===== src/rtl/frame_tx_sched.sv =====
// Purpose: per-frame timing scheduler; one frame counter drives header/scope strobe,
//          fast optical switch gate and second IM gate for N-frame or continuous bursts.
// Latency: all outputs registered, lagging the frame position by exactly 1 clock.
// Backpressure: none; go while busy and cfg changes while busy are ignored, stop ends
//               the run only after the current frame completes.
//
// Ports:
//   clk, rstn           DAC-domain clock, asynchronous active-low reset
//   go, stop            single-cycle start (latches cfg) / end-after-current-frame request
//   cfg_*               frame period, header length, switch/IM windows, frame count, trigger mode
//   trig                asynchronous external start trigger (rising edge used)
//   hdr_vld, fast_opsw, second_im, frame_start   per-frame gates and strobes
//   busy, done, frames_sent                      run status
module frame_tx_sched #(
  parameter int CNT_W       = 16,
  parameter int NFR_W       = 16,
  parameter int SYNC_STAGES = 2
) (
  input  logic             clk,
  input  logic             rstn,
  input  logic             go,
  input  logic             stop,
  input  logic             cfg_use_trig,
  input  logic [CNT_W-1:0] cfg_period,
  input  logic [CNT_W-1:0] cfg_hdr_len,
  input  logic [CNT_W-1:0] cfg_sw_on,
  input  logic [CNT_W-1:0] cfg_sw_off,
  input  logic [CNT_W-1:0] cfg_im_on,
  input  logic [CNT_W-1:0] cfg_im_off,
  input  logic [NFR_W-1:0] cfg_num_frames,
  input  logic             trig,
  output logic             hdr_vld,
  output logic             fast_opsw,
  output logic             second_im,
  output logic             frame_start,
  output logic             busy,
  output logic             done,
  output logic [NFR_W-1:0] frames_sent
);

  typedef enum logic [1:0] {
    ST_IDLE      = 2'd0,
    ST_WAIT_TRIG = 2'd1,
    ST_RUN       = 2'd2
  } state_t;

  localparam logic [CNT_W-1:0] MIN_PERIOD = CNT_W'(2);

  state_t           state_q, state_d;
  logic [CNT_W-1:0] pos_q, pos_d;
  logic [NFR_W-1:0] frames_q, frames_d;
  logic             stop_flag_q, stop_flag_d;
  logic             latch_cfg;

  // Configuration captured at go; held constant for the whole run.
  logic [CNT_W-1:0] period_q;
  logic [CNT_W-1:0] hdr_len_q;
  logic [CNT_W-1:0] sw_on_q;
  logic [CNT_W-1:0] sw_off_q;
  logic [CNT_W-1:0] im_on_q;
  logic [CNT_W-1:0] im_off_q;
  logic [NFR_W-1:0] num_frames_q;

  logic [SYNC_STAGES-1:0] trig_sync_q;
  logic                   trig_prev_q;
  logic                   trig_rise;

  logic hdr_q, sw_q, im_q, fs_q, busy_q, done_q;

  logic wrap;
  logic last_frame;
  logic run;

  assign trig_rise  = trig_sync_q[SYNC_STAGES-1] & ~trig_prev_q;
  assign run        = (state_q == ST_RUN);
  assign wrap       = (pos_q == (period_q - CNT_W'(1)));
  // frames_q counts completed frames, so +1 is the frame currently ending.
  assign last_frame = (num_frames_q != '0) && ((frames_q + NFR_W'(1)) == num_frames_q);

  // trig is asynchronous to clk: plain flop chain before any edge detection.
  always_ff @(posedge clk or negedge rstn) begin
    if (!rstn) begin
      trig_sync_q <= '0;
      trig_prev_q <= 1'b0;
    end else begin
      trig_sync_q <= {trig_sync_q[SYNC_STAGES-2:0], trig};
      trig_prev_q <= trig_sync_q[SYNC_STAGES-1];
    end
  end

  always_comb begin
    state_d     = state_q;
    pos_d       = pos_q;
    frames_d    = frames_q;
    stop_flag_d = stop_flag_q;
    latch_cfg   = 1'b0;
    case (state_q)
      ST_IDLE: begin
        // go wins over a simultaneous stop; stop has no meaning here.
        if (go) begin
          latch_cfg   = 1'b1;
          frames_d    = '0;
          stop_flag_d = 1'b0;
          pos_d       = '0;
          state_d     = cfg_use_trig ? ST_WAIT_TRIG : ST_RUN;
        end
      end
      ST_WAIT_TRIG: begin
        if (stop) begin
          state_d = ST_IDLE;
        end else if (trig_rise) begin
          pos_d   = '0;
          state_d = ST_RUN;
        end
      end
      ST_RUN: begin
        if (stop) begin
          stop_flag_d = 1'b1;
        end
        if (wrap) begin
          pos_d = '0;
          if (frames_q != '1) begin
            frames_d = frames_q + NFR_W'(1);
          end
          // A stop landing exactly on the wrap ends here as well, so it
          // never starts an extra frame.
          if (last_frame || stop_flag_q || stop) begin
            stop_flag_d = 1'b0;
            state_d     = ST_IDLE;
          end
        end else begin
          pos_d = pos_q + CNT_W'(1);
        end
      end
      default: begin
        state_d = ST_IDLE;
      end
    endcase
  end

  always_ff @(posedge clk or negedge rstn) begin
    if (!rstn) begin
      state_q     <= ST_IDLE;
      pos_q       <= '0;
      frames_q    <= '0;
      stop_flag_q <= 1'b0;
    end else begin
      state_q     <= state_d;
      pos_q       <= pos_d;
      frames_q    <= frames_d;
      stop_flag_q <= stop_flag_d;
    end
  end

  always_ff @(posedge clk or negedge rstn) begin
    if (!rstn) begin
      period_q     <= '0;
      hdr_len_q    <= '0;
      sw_on_q      <= '0;
      sw_off_q     <= '0;
      im_on_q      <= '0;
      im_off_q     <= '0;
      num_frames_q <= '0;
    end else if (latch_cfg) begin
      // Periods of 0 or 1 would never wrap sensibly; clamp to 2.
      period_q     <= (cfg_period < MIN_PERIOD) ? MIN_PERIOD : cfg_period;
      hdr_len_q    <= cfg_hdr_len;
      sw_on_q      <= cfg_sw_on;
      sw_off_q     <= cfg_sw_off;
      im_on_q      <= cfg_im_on;
      im_off_q     <= cfg_im_off;
      num_frames_q <= cfg_num_frames;
    end
  end

  // Output stage: everything sampled from the current state/position, so the
  // whole output set lags pos by one clock and drops together after the run.
  // done fires the cycle after busy was last high, i.e. together with the
  // first all-low gate cycle.
  always_ff @(posedge clk or negedge rstn) begin
    if (!rstn) begin
      fs_q   <= 1'b0;
      hdr_q  <= 1'b0;
      sw_q   <= 1'b0;
      im_q   <= 1'b0;
      busy_q <= 1'b0;
      done_q <= 1'b0;
    end else begin
      fs_q   <= run && (pos_q == '0);
      hdr_q  <= run && (pos_q < hdr_len_q);
      sw_q   <= run && (pos_q >= sw_on_q) && (pos_q < sw_off_q);
      im_q   <= run && (pos_q >= im_on_q) && (pos_q < im_off_q);
      busy_q <= (state_q != ST_IDLE);
      done_q <= busy_q && (state_q == ST_IDLE);
    end
  end

  assign frame_start = fs_q;
  assign hdr_vld     = hdr_q;
  assign fast_opsw   = sw_q;
  assign second_im   = im_q;
  assign busy        = busy_q;
  assign done        = done_q;
  assign frames_sent = frames_q;

endmodule


===== config.mk =====
export PLATFORM = sky130hd
export DESIGN_NAME = frame_tx_sched
export DESIGN_NICKNAME = d
export VERILOG_FILES = /design/src/rtl/frame_tx_sched.sv
export SDC_FILE = /design/constraint.sdc
export NUM_CORES = 1
export LEC_CHECK = 0
export BUFFER_PORTS_ARGS = -buffer_cell sky130_fd_sc_hd__clkbuf_2
export CELL_PAD_IN_SITES_DETAIL_PLACEMENT = 2
export CELL_PAD_IN_SITES_GLOBAL_PLACEMENT = 2
export CORE_MARGIN = 8
export CORE_UTILIZATION = 36
export CTS_CLUSTER_SIZE = 24
export DETAILED_ROUTE_END_ITERATION = 6
export PLACE_DENSITY_LB_ADDON = 0.25
export SLEW_MARGIN = 25
export SYNTH_ARGS = -nofsm -noshare
export SYNTH_HDL_FRONTEND = slang
export SYNTH_SLANG_ARGS = --single-unit

===== constraint.sdc =====
create_clock -name clk -period 4.8 [get_ports clk]
set_clock_uncertainty 0.2 [all_clocks]
set_input_delay 0.48 -clock clk [delete_from_list [all_inputs] [get_ports clk]]
set_output_delay 0.48 -clock clk [all_outputs]
set_load 0.005 [all_outputs]

Yosys cells after proc, flatten, opt, wreduce, memory -nomap -nowiden
Cells that the tools add are included.
{"block": "classes", "n_reduce_logical": 20, "multipliers": 0, "bitwise_logic": 2, "div_mod_pow": 0, "mux": 23, "n_eq_ne": 12, "addsub": 3, "n_lt_le_gt_ge": 6, "shift": 0}
{"operator": "$mux 16", "n": 7}
{"operator": "$lt 16x16->1", "n": 3}
{"operator": "$pmux 16 s3", "n": 1}
{"operator": "$add 16x1->16 const B", "n": 2}
{"operator": "$eq 16x16->1", "n": 2}
{"operator": "$ge 16x16->1", "n": 2}
{"operator": "$pmux 16 s2", "n": 1}
{"operator": "$logic_not 16->1", "n": 1}
{"operator": "$lt 16x2->1 const B", "n": 1}
{"operator": "$ne 16x16->1 const B", "n": 1}
{"operator": "$reduce_bool 16->1", "n": 1}
{"operator": "$sub 16x1->16 const B", "n": 1}
{"operator": "$mux 2", "n": 6}
{"operator": "$reduce_and 4->1", "n": 3}
{"operator": "$logic_and 1x1->1", "n": 8}
{"operator": "$ne 2x2->1 const B", "n": 4}
{"operator": "$mux 1", "n": 6}
{"operator": "$pmux 2 s3", "n": 1}
{"operator": "$ne 2x1->1 const B", "n": 2}
{"operator": "$reduce_bool 2->1", "n": 2}
{"operator": "$ne 3x3->1 const B", "n": 1}
{"operator": "$reduce_bool 3->1", "n": 1}
{"operator": "$eq 2x1->1 const B", "n": 1}
{"operator": "$eq 2x2->1 const B", "n": 1}
{"operator": "6 further kinds", "n": 7}
{"block": "totals", "output_inout_bits": 22, "memories": 0, "rom_bits": 0, "wordCells": 85, "regBits": 156, "latchBits": 0, "ramBits": 0}

Depth between registers and ports, before layout
Gate-level depths: netlist of run 1.
{"block": "logic_depth", "depth_word": 8, "depth_mapped": 12, "mapped_depth_nobuf": 10}

Worst setup path before layout of run 1
Ideal clock, no wire load.
{"block": "synth_path", "path_type": "reg-to-reg", "from": "register period_q[0]", "to": "register frames_q[7] (netlist: frames_sent[7])", "setup_ns": 0.134, "arrival_time_ns": 3.007, "required_time_ns": 4.466, "stages_incl_launch_ff": 13, "slack_ns": 1.460, "path_cell_list": "dfrtp_1 > inv_1 > ha_1 > or3b_4 > or4_4 > a2111oi_4 > nand3_1 > nor4_4 > buf_4 > buf_2 > a31oi_1 > o21ai_1 > o31ai_1"}
{"block": "synth_via", "elab_chain_len": 4}
{"item": "start: declaration", "line": "56", "text": "logic [CNT_W-1:0] period_q;"}
{"item": "start signal: assignment", "line": "166", "text": "period_q <= (cfg_period < MIN_PERIOD) ? MIN_PERIOD : cfg_period;"}
{"item": "$sub 16x1->16", "line": "76", "text": "assign wrap = (pos_q == (period_q - CNT_W'(1)));"}
{"item": "$eq 16x16->1", "line": "76"}
{"item": "$ne 2x2->1 (no line)"}
{"item": "$reduce_and 4->1 (no line)"}
{"item": "end signal: assignment", "line": "150", "text": "frames_q <= frames_d;"}
{"item": "end: declaration", "line": "51", "text": "logic [NFR_W-1:0] frames_q, frames_d;"}
No other way between the ends.
A chain may end at the register's enable or synchronous reset.

Final worst setup path of run 1
{"block": "layout_path", "from": "register period_q[0]", "to": "register frames_q[11] (netlist: frames_sent[11])"}
The elaborated chain is that of the path after synthesis.

==> impl_metrics.csv, run 1 <==
group,metric,value,unit
drt,detail_route.vias_per_cell,5.35,
clocking,htree_levels,4,
worst_setup_path,crit_required,4.95,ns
logic_synthesis,syn-num-nets,1158,
clocking,clock_slew_at_the_register_clock_pins_of_the_worst_setup_and_hold_paths,0.07,ns
timing,min_period_over_period,79.9,%
worst_setup_path,worst_r2r_endpoint,"frames_sent[11]$_DFFE_PN0P_",
worst_hold_path,min_delay_path_depth,3,
place,pre_cts_slack,0.947,ns
clocking,cts_made_buffers,17,
worst_setup_path,crit_path_max_fanout,8,
logic_synthesis,synth_edf_count,0,
layout,fin_area,0.0107,mm²
global_routing,grt.overflow.total,0,
logic_synthesis,syn_inst,959,
logic_synthesis,syn_avg_cell_area,9.43,µm²
clocking,cts.path.max_buffers,2,
logic_synthesis,synth-async-reset-ratio,100,%
layout,flow.area_growth_from_synthesis,18.1,%
clocking,clock_sink_count,156,
worst_setup_path,timing.reg2reg.worst_path_depth,10,
timing,finalHoldViolCount,0,
worst_setup_path,worstReg2RegStart,"period_q[0]$_DFFE_PN0P_",
timing,totalNegativeSetupSlack,0,ns
timing,transition_time_of_the_tightest_slew_check_pin,0.895,ns
die,floorplan.initialDensity,36.3,%
timing,rsz0062_at_grt,"false",
power_and_ir_drop,power_density,554,mW/mm²
drt,via_count,7672,
drt,detailedRoute.firstIterationViolations,323,
timing,finalWorstPathRequiredPeriod,3.84,ns
drt,route.antenna.remaining_nets,0,
clocking,clock_insertion_delay_worst_skew,0.43,ns
place,port-buffer-count,139,
worst_setup_path,worst_ep_arrival_time,3.98,ns
timing,finalMaxSlewViolations,0,
layout,layout_cell_share_with_drive_strength_beyond_1,20.4,%
drt,wl_per_cell,20.5,µm
global_routing,groute.usage.overall,19.7,%
timing,final_count_of_negative_setup_slack_endpoints,0,
global_routing,pin_count_of_the_biggest_net_entering_global_routing,141,
logic_synthesis,syn-cell-area,0.00904,mm²
global_routing,grt_pass1_wl,47800,µm
global_routing,initial_antenna_violation_count,0,
run_status,status,"finished, final reports clean",
worst_hold_path,worst_hold_path.endpoint,"im_on_q[2]$_DFFE_PN0P_",
drt,remaining_drc_errors,0,
layout,antenna_cells,0,
die,die_height,174,µm
die,horizontal_die_dimension,174,µm
drt,drt_wl_total,29400,µm
logic_synthesis,synth-seq-area-share,43.2,%
worst_setup_path,critPathKind,"reg -> reg",
timing,max_freq,261,MHz
logic_synthesis,ys_dominant_reg_cell,"sky130_fd_sc_hd__dfrtp_1",
worst_hold_path,min_from,"cfg_im_on[2]",
die,number_of_core_rows,58,
drt,detail_route.first_pass.iterations,4,
logic_synthesis,netlist-cell-type-count,59,
power_and_ir_drop,cellLeakagePower,5.06,nW
global_routing,grt_most_used_layer,"met2",
clocking,clk_root_buffer_cell,"sky130_fd_sc_hd__clkbuf_16",
timing,worst_slew_margin_rel,40.3,%
power_and_ir_drop,power,5.92,mW
global_routing,grt_use_met3,3.62,%
global_routing,grt_util_met2,34.6,%
global_routing,grt_util_met1,24.0,%
clocking,post_cts.resized_instances,0,
place,dp_hpwl,21000,µm
power_and_ir_drop,ir_drop,0.000215,V
layout,final_core_utilization,42.9,%
die,ioPinCount,140,
timing,finalWorstSetupSlack,0.964,ns
die,core_area,0.0249,mm²
clocking,post_cts.repair.setup_buffers,0,
worst_setup_path,register_to_register_setup_slack,0.96,ns
layout,num-nets-final,1289,
logic_synthesis,synth.yosys.warnings,0,
die,overall_die_area,0.0304,mm²
logic_synthesis,synth_seq_cells,156,
run,drv.max_cap_violation_count,0,
global_routing,first_global_vias,8715,
place,placed_area,0.0101,mm²
worst_setup_path,critPathCaptureType,"flip-flop",
worst_setup_path,critical_path.startpoint_type,"flip-flop",
worst_hold_path,hold_path_class,"in -> reg",
clocking,tritoncts_clock_tree,"done",
place,gp_congestion,0.798,
per-stage QoR:
step,cells,hold slack (ns)
after floorplan,959,-0.0156
after CTS,1433,0.0321
final,1433,0.0461
after global routing,1433,0.0425
after detailed placement,1399,0.143
after global placement,1399,0.138
Yosys cell counts, types with 4 or more instances:
cell                        instances  share of area (%)
sky130_fd_sc_hd__nand2_1          107                4.4
sky130_fd_sc_hd__clkbuf_1          34                1.4
sky130_fd_sc_hd__a2111oi_0          4               0.39
sky130_fd_sc_hd__o211ai_1           7               0.58
sky130_fd_sc_hd__a21oi_1           29                1.6
sky130_fd_sc_hd__o21ai_1           22                1.2
sky130_fd_sc_hd__o21ai_0           99                5.5
sky130_fd_sc_hd__nand2b_1           9               0.62
sky130_fd_sc_hd__mux2i_1            5               0.55
sky130_fd_sc_hd__nor2_1            38                1.6
sky130_fd_sc_hd__o31ai_1           11               0.91
sky130_fd_sc_hd__buf_2              4               0.22
sky130_fd_sc_hd__nand3_1           22                1.2
sky130_fd_sc_hd__dfrtp_1          156                 43
sky130_fd_sc_hd__nand4_1           15                1.0
sky130_fd_sc_hd__o21a_1             4               0.33
sky130_fd_sc_hd__inv_1             92                3.8
sky130_fd_sc_hd__nor3_1            14               0.77
sky130_fd_sc_hd__and4_1             6               0.58
sky130_fd_sc_hd__a21o_1            19                1.6
sky130_fd_sc_hd__nor4_1            15                1.0
sky130_fd_sc_hd__xnor2_1           38                3.7
sky130_fd_sc_hd__and2_1             4               0.28
sky130_fd_sc_hd__mux2_2            34                4.2
sky130_fd_sc_hd__xor2_1            13                1.3
sky130_fd_sc_hd__or4_1              7               0.58
sky130_fd_sc_hd__a211oi_1           5               0.42
sky130_fd_sc_hd__a31oi_1           13               0.90
sky130_fd_sc_hd__ha_1              81                 11
sky130_fd_sc_hd__and3_1             5               0.35
sky130_fd_sc_hd__nor2b_1            8               0.55
registers in the layout (all words and copies together) (netlist names):
signal	count
busy	1
done	1
fast_opsw	1
frame_start	1
frames_sent	16
hdr_len_q	16
hdr_vld	1
im_off_q	16
im_on_q	16
num_frames_q	16
period_q	16
pos_q	16
second_im	1
state_q	2
stop_flag_q	1
sw_off_q	16
sw_on_q	16
trig_prev_q	1
trig_sync_q	2
layout make-up:
class,instances,area [µm²]
Fill cell,2741,14200
Multi-Input combinational cell,671,4640
Sequential cell,156,3900
Timing Repair Buffer,151,812
Clock buffer,19,453
Tap cell,330,413
Inverter,93,349
Clock inverter,13,106
repair_timing:
item | in CTS | in global routing
endpoints found under the hold margin | 2 | 0
endpoints found under the setup margin | 0 | 0
hold buffers | 2 | 0
how the worst max path moves through the flow:
| stage | startpoint | endpoint | slack (ns) | depth (start not counted) |
|---|---|---|---|---|
| floorplan | period_q[0]$_DFFE_PN0P_ | frames_sent[7]$_DFFE_PN0P_ | 1.46 | 12 |
| global placement | period_q[0]$_DFFE_PN0P_ | frames_sent[14]$_DFFE_PN0P_ | 1.02 | 11 |
| detailed placement | period_q[0]$_DFFE_PN0P_ | frames_sent[14]$_DFFE_PN0P_ | 0.95 | 11 |
| CTS | period_q[0]$_DFFE_PN0P_ | frames_sent[11]$_DFFE_PN0P_ | 0.92 | 10 |
| global route | period_q[0]$_DFFE_PN0P_ | frames_sent[13]$_DFFE_PN0P_ | 0.69 | 9 |
| finish | period_q[0]$_DFFE_PN0P_ | frames_sent[11]$_DFFE_PN0P_ | 0.96 | 10 |
placed cells by master, fill, tap and decap left out, types with 13 or more instances in the layout:
cell type / n
sky130_fd_sc_hd__dfrtp_1: 156
sky130_fd_sc_hd__o21ai_0: 99
sky130_fd_sc_hd__a21o_1: 19
sky130_fd_sc_hd__ha_1: 81
sky130_fd_sc_hd__nor3_1: 14
sky130_fd_sc_hd__o21ai_1: 22
sky130_fd_sc_hd__a31oi_1: 13
sky130_fd_sc_hd__mux2_2: 34
sky130_fd_sc_hd__clkbuf_2: 138
sky130_fd_sc_hd__xnor2_1: 38
sky130_fd_sc_hd__a21oi_1: 29
sky130_fd_sc_hd__nor4_1: 15
sky130_fd_sc_hd__clkbuf_16: 17
sky130_fd_sc_hd__nor2_1: 37
sky130_fd_sc_hd__nand2_1: 107
sky130_fd_sc_hd__nand3_1: 22
sky130_fd_sc_hd__nand4_1: 15
sky130_fd_sc_hd__xor2_1: 13
sky130_fd_sc_hd__inv_1: 92
power by group:
group | switching (mW) | total (mW) | internal, mW
sequential | 0.439 | 2.28 | 1.84
combinational | 1.33 | 2.33 | 1.00
clock | 0.608 | 1.31 | 0.701
cells by family after synthesis:
logic type,after synthesis,synth area share [%]
multiplexers,39,4.79
XOR/XNOR,51,4.94
AO/OA/AOI/OAI,232,15.5
adder cells (fa/ha/maj),81,11.2
AND/OR/NAND/NOR,268,14.8
flip-flops,156,43.2
buffers and inverters,132,5.58
routing by layer:
layer / routed length [µm] / vias to the layer above
met5: 0 / -
met4: 638 / 0
met3: 1050 / 40
met2: 14800 / 134
met1: 12900 / 3865
li1: - / 3633
critical path: stages (launching register included):
cell and delay (ns):
sky130_fd_sc_hd__dfrtp_1 0.43, sky130_fd_sc_hd__inv_1 0.11, sky130_fd_sc_hd__ha_1 0.19, sky130_fd_sc_hd__or3b_4 0.41, sky130_fd_sc_hd__or4_4 0.50, sky130_fd_sc_hd__a2111oi_4 0.38, sky130_fd_sc_hd__nand3_1 0.17, sky130_fd_sc_hd__nor4_4 0.54
sky130_fd_sc_hd__nand2_2 0.18, sky130_fd_sc_hd__or4_1 0.50, sky130_fd_sc_hd__o21ai_1 0.15
No activity file was read; power rests on OpenSTA's default activity.
==> inputs of run 2 (changes only) <==
CORE_UTILIZATION = 32   (was 36)
clock period = 3.2 ns   (was 4.8 ns; I/O delays follow)
==> run 2 against run 1 <==
Compared with the run above:
- the run now ends with negative setup slack left
- via count increased by 9.9%
- sequential cell count did not move
- cell count is 16% higher
- utilization is 2.6 points higher
- worst hold slack improved by 0.022 ns
- clock power is 61% higher
- non-clock buffer count grew 179
- count of clock-buffer cells in the layout is 1 lower
- sequential share of layout area down 5.7 points
- routed wire length up 20%
- maximum frequency grew 13%
- largest cell class unchanged
- largest power group unchanged
==> impl_metrics.csv, run 2 (synthesis results as in run 1) <==
group,metric,value,unit
power_and_ir_drop,power_density,771,mW/mm²
drt,drt-met1-wl,15100,µm
power_and_ir_drop,ir_drop,0.000461,V
run,drv.max_cap_violation_count,0,
layout,final_core_utilization,45.5,%
global_routing,first_global_vias,9763,
worst_setup_path,worst_ep_arrival_time,3.54,ns
drt,via_count,8429,
drt,route.antenna.remaining_nets,0,
worst_hold_path,hold_path_class,"in -> reg",
global_routing,pin_count_of_the_biggest_net_entering_global_routing,151,
clocking,clock_insertion_delay_worst_skew,0.43,ns
timing,worst_slew_margin_rel,49.0,%
worst_setup_path,critPathKind,"reg -> reg",
drt,remaining_drc_errors,0,
layout,num-nets-final,1468,
timing,finalMaxSlewViolations,0,
drt,highest_layer_used_for_signal_routing,"met4",
timing,finalWorstSetupSlack,-0.182,ns
drt,detailedRoute.firstIterationViolations,322,
clocking,tritoncts_clock_tree,"done",
clocking,clk_root_buffer_cell,"sky130_fd_sc_hd__clkbuf_16",
global_routing,initial_antenna_violation_count,1,
place,dp_hpwl,23200,µm
layout,flow.area_growth_from_synthesis,39.7,%
worst_setup_path,worstPathCellList,"inv_2, ha_4, or3b_4, or4_4, a2111oi_4, nand3_2, nor4_4, nand2_2, or4_1, o21ai_1",
die,ioPinCount,140,
timing,max_freq,296,MHz
clocking,clock_slew_at_the_register_clock_pins_of_the_worst_setup_and_hold_paths,0.07,ns
timing,min_period_over_period,106,%
worst_setup_path,timing.critical_path.slowest_stage_cell,"sky130_fd_sc_hd__or4_4",
worst_setup_path,critical_path_buf_inv_count,1,
drt,drt_wl_total,35100,µm
drt,detailroute.wirelength.met3,928,µm
global_routing,groute.usage.overall,21.1,%
die,horizontal_die_dimension,184,µm
worst_setup_path,crit_required,3.36,ns
timing,finalHoldViolCount,0,
die,number_of_core_rows,61,
drt,detail_route.vias_per_cell,5.07,
clocking,htree_levels,4,
clocking,cts_made_buffers,17,
worst_setup_path,crit_path_leading_delay_family,"simple AND/OR/NAND/NOR gates",
worst_setup_path,critPathCaptureType,"flip-flop",
power_and_ir_drop,cellLeakagePower,5.95,nW
timing,rsz0062_at_grt,"true",
clocking,clock_sink_count,156,
die,core_area,0.0278,mm²
clocking,cts.path.max_buffers,2,
drt,wl_per_cell,21.2,µm
worst_setup_path,critical_path.startpoint_type,"flip-flop",
layout,mostFrequentLayoutCells,"sky130_fd_sc_hd__dfrtp_1 (156), sky130_fd_sc_hd__clkbuf_2 (138), sky130_fd_sc_hd__dlygate4sd3_1 (114)",
drt,met2_length,18700,µm
run_status,status,"complete, but fails checks",
worst_setup_path,cpPeakStageDelay,0.53,ns
die,overall_die_area,0.0339,mm²
drt,detail_route.first_pass.iterations,4,
die,floorplan.initialDensity,32.5,%
layout,layout_cell_share_with_drive_strength_beyond_1,25.0,%
timing,totalNegativeSetupSlack,-2.56,ns
layout,leading_cell_type_in_the_layout_fill_and_taps_excluded,"sky130_fd_sc_hd__dfrtp_1",
timing,finalWorstPathRequiredPeriod,3.38,ns
timing,final_count_of_negative_setup_slack_endpoints,31,
run_status,failing_checks,"negative setup slack",
global_routing,grt.overflow.total,0,
timing,transition_time_of_the_tightest_slew_check_pin,0.765,ns
global_routing,grt_pass1_wl,55500,µm
worst_setup_path,crit_path_max_fanout,4,
die,die_height,184,µm
place,port-buffer-count,139,
place,gp_congestion,0.829,
run 2: cell type report:
| class | count | area (µm²) |
|---|---|---|
| multi-input cells | 671 | 4810 |
| flip-flops and latches | 156 | 3900 |
| clock buffers | 18 | 439 |
| inverters | 93 | 349 |
| diodes | 1 | 2.50 |
| clock inverters | 14 | 154 |
| repair buffers | 330 | 2510 |
| well taps | 378 | 473 |
| fillers | 2974 | 15100 |
run 2: stage by stage:
step / cells / setup slack, ns / hold slack, ns / total power, mW / instance area (µm²)
finish: 1661 / -0.182 / 0.0678 / 9.74 / 12600
CTS: 1657 / -0.223 / 0.0506 / 9.67 / 12500
detailed placement: 1504 / -0.305 / 0.150 / 7.28 / 10600
global placement: 1504 / -0.121 / 0.136 / 7.02 / 10600
floorplan: 959 / 0.00556 / -0.176 / 5.77 / 9040
global route: 1661 / -0.295 / 0.0753 / 10.5 / 12600
run 2: power by group:
part	internal (mW)	leakage, nW	switching [mW]	total, mW
Sequential	2.76	1.94	0.509	3.27
Combinational	1.90	3.73	2.47	4.37
Clock	1.13	0.290	0.978	2.11
run 2: final timing paths:
check                                         endpoint                     start  depth (start not counted)  slack (ns)
setup / recovery           frames_sent[11]$_DFFE_PN0P_   period_q[0]$_DFFE_PN0P_                         10       -0.18
hold / removal                  state_q[0]$_DFFE_PN0P_              cfg_use_trig                          5        0.07
setup reg to reg           frames_sent[11]$_DFFE_PN0P_   period_q[0]$_DFFE_PN0P_                         10       -0.18
hold reg to reg               trig_sync_q[1]$_DFF_PN0_  trig_sync_q[0]$_DFF_PN0_                          0        0.16
max in group asynchronous      period_q[1]$_DFFE_PN0P_                      rstn                          3        1.72
min in group asynchronous     hdr_len_q[2]$_DFFE_PN0P_                      rstn                          2        0.23
run 2: what timing repair did:
action,in CTS,in global routing
pin swaps,13,10
cloned,0,0
hold endpoints to repair,169,0
setup buffers,7,4
setup endpoints to repair,33,33
resized for setup,27,23
hold buffers,114,0
run 2: routing by layer:
layer,GRT usage (%),vias up
met3,3.74,32
met2,39.0,136
li1,-,3967
met1,24.8,4294
met5,0,-
met4,5.10,0
run 2: worst register-to-register path, delay by kind of cell, from the launching register on:
kind | cells | cell delay, ns
and+or+nand+nor | 6 | 2.01
DFF | 1 | 0.39
adders and majority gates | 1 | 0.12
buffers and inverters | 1 | 0.08
AOI/OAI and AO/OA | 2 | 0.50
==> inputs of run 3 (changes only) <==
PLACE_DENSITY_LB_ADDON = 0.08   (was 0.25)
==> run 3 against run 2 <==
Compared with the run above:
- the run still ends with negative setup slack left
- sequential cell count stayed put
- utilization is 0.95 points higher
- sequential share of layout area is 0.63 points lower
- sequential power hardly changed
- register-to-register slack hardly changed
- maximum frequency hardly changed
- highest routed layer unchanged
- clock power hardly changed
==> impl_metrics.csv, run 3 (synthesis results as in run 1) <==
group,metric,value,unit
power_and_ir_drop,power_density,765,mW/mm²
layout,flow.area_growth_from_synthesis,42.6,%
timing,finalHoldViolCount,0,
clocking,htree_levels,4,
worst_setup_path,critical_path.startpoint_type,"flip-flop",
die,ioPinCount,140,
layout,layout_cell_share_with_drive_strength_beyond_1,26.8,%
drt,detail_route.first_pass.iterations,4,
timing,transition_time_of_the_tightest_slew_check_pin,0.777,ns
timing,final_count_of_negative_setup_slack_endpoints,30,
layout,final_core_utilization,46.4,%
timing,min_period_over_period,106,%
clocking,clk_root_buffer_cell,"sky130_fd_sc_hd__clkbuf_16",
place,port-buffer-count,139,
drt,via_count,8522,
run_status,failing_checks,"negative setup slack",
global_routing,grt_pass1_wl,54500,µm
timing,finalWorstSetupSlack,-0.184,ns
timing,worst_slew_margin_rel,48.2,%
place,numPlacedInstances,1510,
run,drv.max_cap_violation_count,0,
drt,detailedRoute.firstIterationViolations,308,
die,number_of_core_rows,61,
die,overall_die_area,0.0339,mm²
worst_setup_path,worst_ep_arrival_time,3.55,ns
timing,rsz0062_at_grt,"true",
clocking,cts.path.max_buffers,2,
layout,num-nets-final,1474,
clocking,clock_slew_at_the_register_clock_pins_of_the_worst_setup_and_hold_paths,0.07,ns
die,horizontal_die_dimension,184,µm
drt,detail_route.vias_per_cell,5.11,
drt,route.antenna.remaining_nets,0,
worst_setup_path,critPathCaptureType,"flip-flop",
die,core_area,0.0278,mm²
worst_hold_path,hold_path_class,"in -> reg",
power_and_ir_drop,power,9.86,mW
clocking,clock_sink_count,156,
global_routing,first_global_vias,9766,
layout,leading_cell_type_in_the_layout_fill_and_taps_excluded,"sky130_fd_sc_hd__dfrtp_1",
global_routing,grt.overflow.total,0,
layout,layout.cells.non_filler,1668,
drt,remaining_drc_errors,0,
die,die_height,184,µm
clocking,tritoncts_clock_tree,"done",
timing,max_freq,296,MHz
power_and_ir_drop,cellLeakagePower,6.05,nW
worst_setup_path,crit_path_max_fanout,5,
global_routing,groute.usage.overall,20.7,%
worst_setup_path,register_to_register_setup_slack,-0.18,ns
clocking,clock_insertion_delay_worst_skew,0.44,ns
place,dp_hpwl,23500,µm
run_status,status,"complete, but fails checks",
clocking,cts_made_buffers,17,
worst_setup_path,crit_required,3.37,ns
timing,totalNegativeSetupSlack,-3.58,ns
worst_setup_path,critPathKind,"reg -> reg",
drt,wl_per_cell,20.8,µm
die,floorplan.initialDensity,32.5,%
power_and_ir_drop,ir_drop,0.000412,V
layout,mostFrequentLayoutCells,"sky130_fd_sc_hd__dfrtp_1 (156), sky130_fd_sc_hd__clkbuf_2 (138), sky130_fd_sc_hd__dlygate4sd3_1 (114)",
global_routing,pin_count_of_the_biggest_net_entering_global_routing,70,
timing,finalMaxSlewViolations,0,
drt,drt_wl_total,34700,µm
place,gp_congestion,0.781,
layout,num-fill-cells,3009,
timing,finalWorstPathRequiredPeriod,3.38,ns
global_routing,initial_antenna_violation_count,1,
-- run 3: final timing paths --
kind	from	to	cells after the start
setup / recovery	period_q[0]$_DFFE_PN0P_	frames_sent[11]$_DFFE_PN0P_	11
max in group asynchronous	rstn	pos_q[8]$_DFFE_PN0P_	3
min in group asynchronous	rstn	sw_on_q[6]$_DFFE_PN0P_	2
setup reg to reg	period_q[0]$_DFFE_PN0P_	frames_sent[11]$_DFFE_PN0P_	11
hold reg to reg	trig_sync_q[0]$_DFF_PN0_	trig_sync_q[1]$_DFF_PN0_	0
hold / removal	cfg_use_trig	state_q[0]$_DFFE_PN0P_	5
-- run 3: what timing repair did --
item,in CTS,in global routing
cloned,1,1
resized for setup,32,52
hold buffers,114,0
setup endpoints to repair,33,33
pin swaps,15,31
endpoints found under the hold margin,171,0
setup buffers,4,6
-- run 3: where the power goes --
part / switching (mW) / total [mW] / internal, mW
registers: 0.538 / 3.30 / 2.76
logic: 2.46 / 4.44 / 1.98
clock network: 0.939 / 2.13 / 1.19
total: 3.94 / 9.86 / 5.92
-- run 3: critical path, cell delays in order (launching register included) --
cell	delay [ns]
sky130_fd_sc_hd__dfrtp_1	0.40
sky130_fd_sc_hd__inv_2	0.09
sky130_fd_sc_hd__ha_4	0.13
sky130_fd_sc_hd__or3b_4	0.37
sky130_fd_sc_hd__or4_4	0.50
sky130_fd_sc_hd__a2111oi_4	0.38
sky130_fd_sc_hd__nand3_2	0.15
sky130_fd_sc_hd__nor4_4	0.23
sky130_fd_sc_hd__buf_6	0.17
sky130_fd_sc_hd__nand2_4	0.07
sky130_fd_sc_hd__or4_4	0.50
sky130_fd_sc_hd__o21ai_2	0.12
-- run 3: per-layer routing --
metal,GRT usage [%],vias to the layer above,share of wire [%]
met2,37.2,160,52
met1,24.7,4308,42
li1,-,3995,-
met5,0,-,0
met4,6.42,0,2.0
met3,3.88,59,3.9
-- run 3: layout make-up --
type                            instances  area [µm²]  share of cell area [%]
Clock inverter                         14         156                    1.21
Sequential cell                       156        3900                    30.3
Inverter                               93         349                    2.71
Clock buffer                           18         439                    3.40
Tap cell                              378         473                    3.67
Antenna cell                            2        5.00                  0.0388
Multi-Input combinational cell        671        4960                    38.5
Timing Repair Buffer                  336        2610                    20.3
-- run 3: per-stage QoR --
stage | area [µm²] | setup slack [ns] | hold slack (ns)
5_1_grt | 12900 | -0.357 | 0.0872
2_1_floorplan | 9040 | 0.00556 | -0.176
3_3_place_gp | 10700 | -0.103 | 0.146
6_report | 12900 | -0.184 | 0.0623
3_5_place_dp | 10700 | -0.197 | 0.138
4_1_cts | 12600 | -0.143 | 0.0494
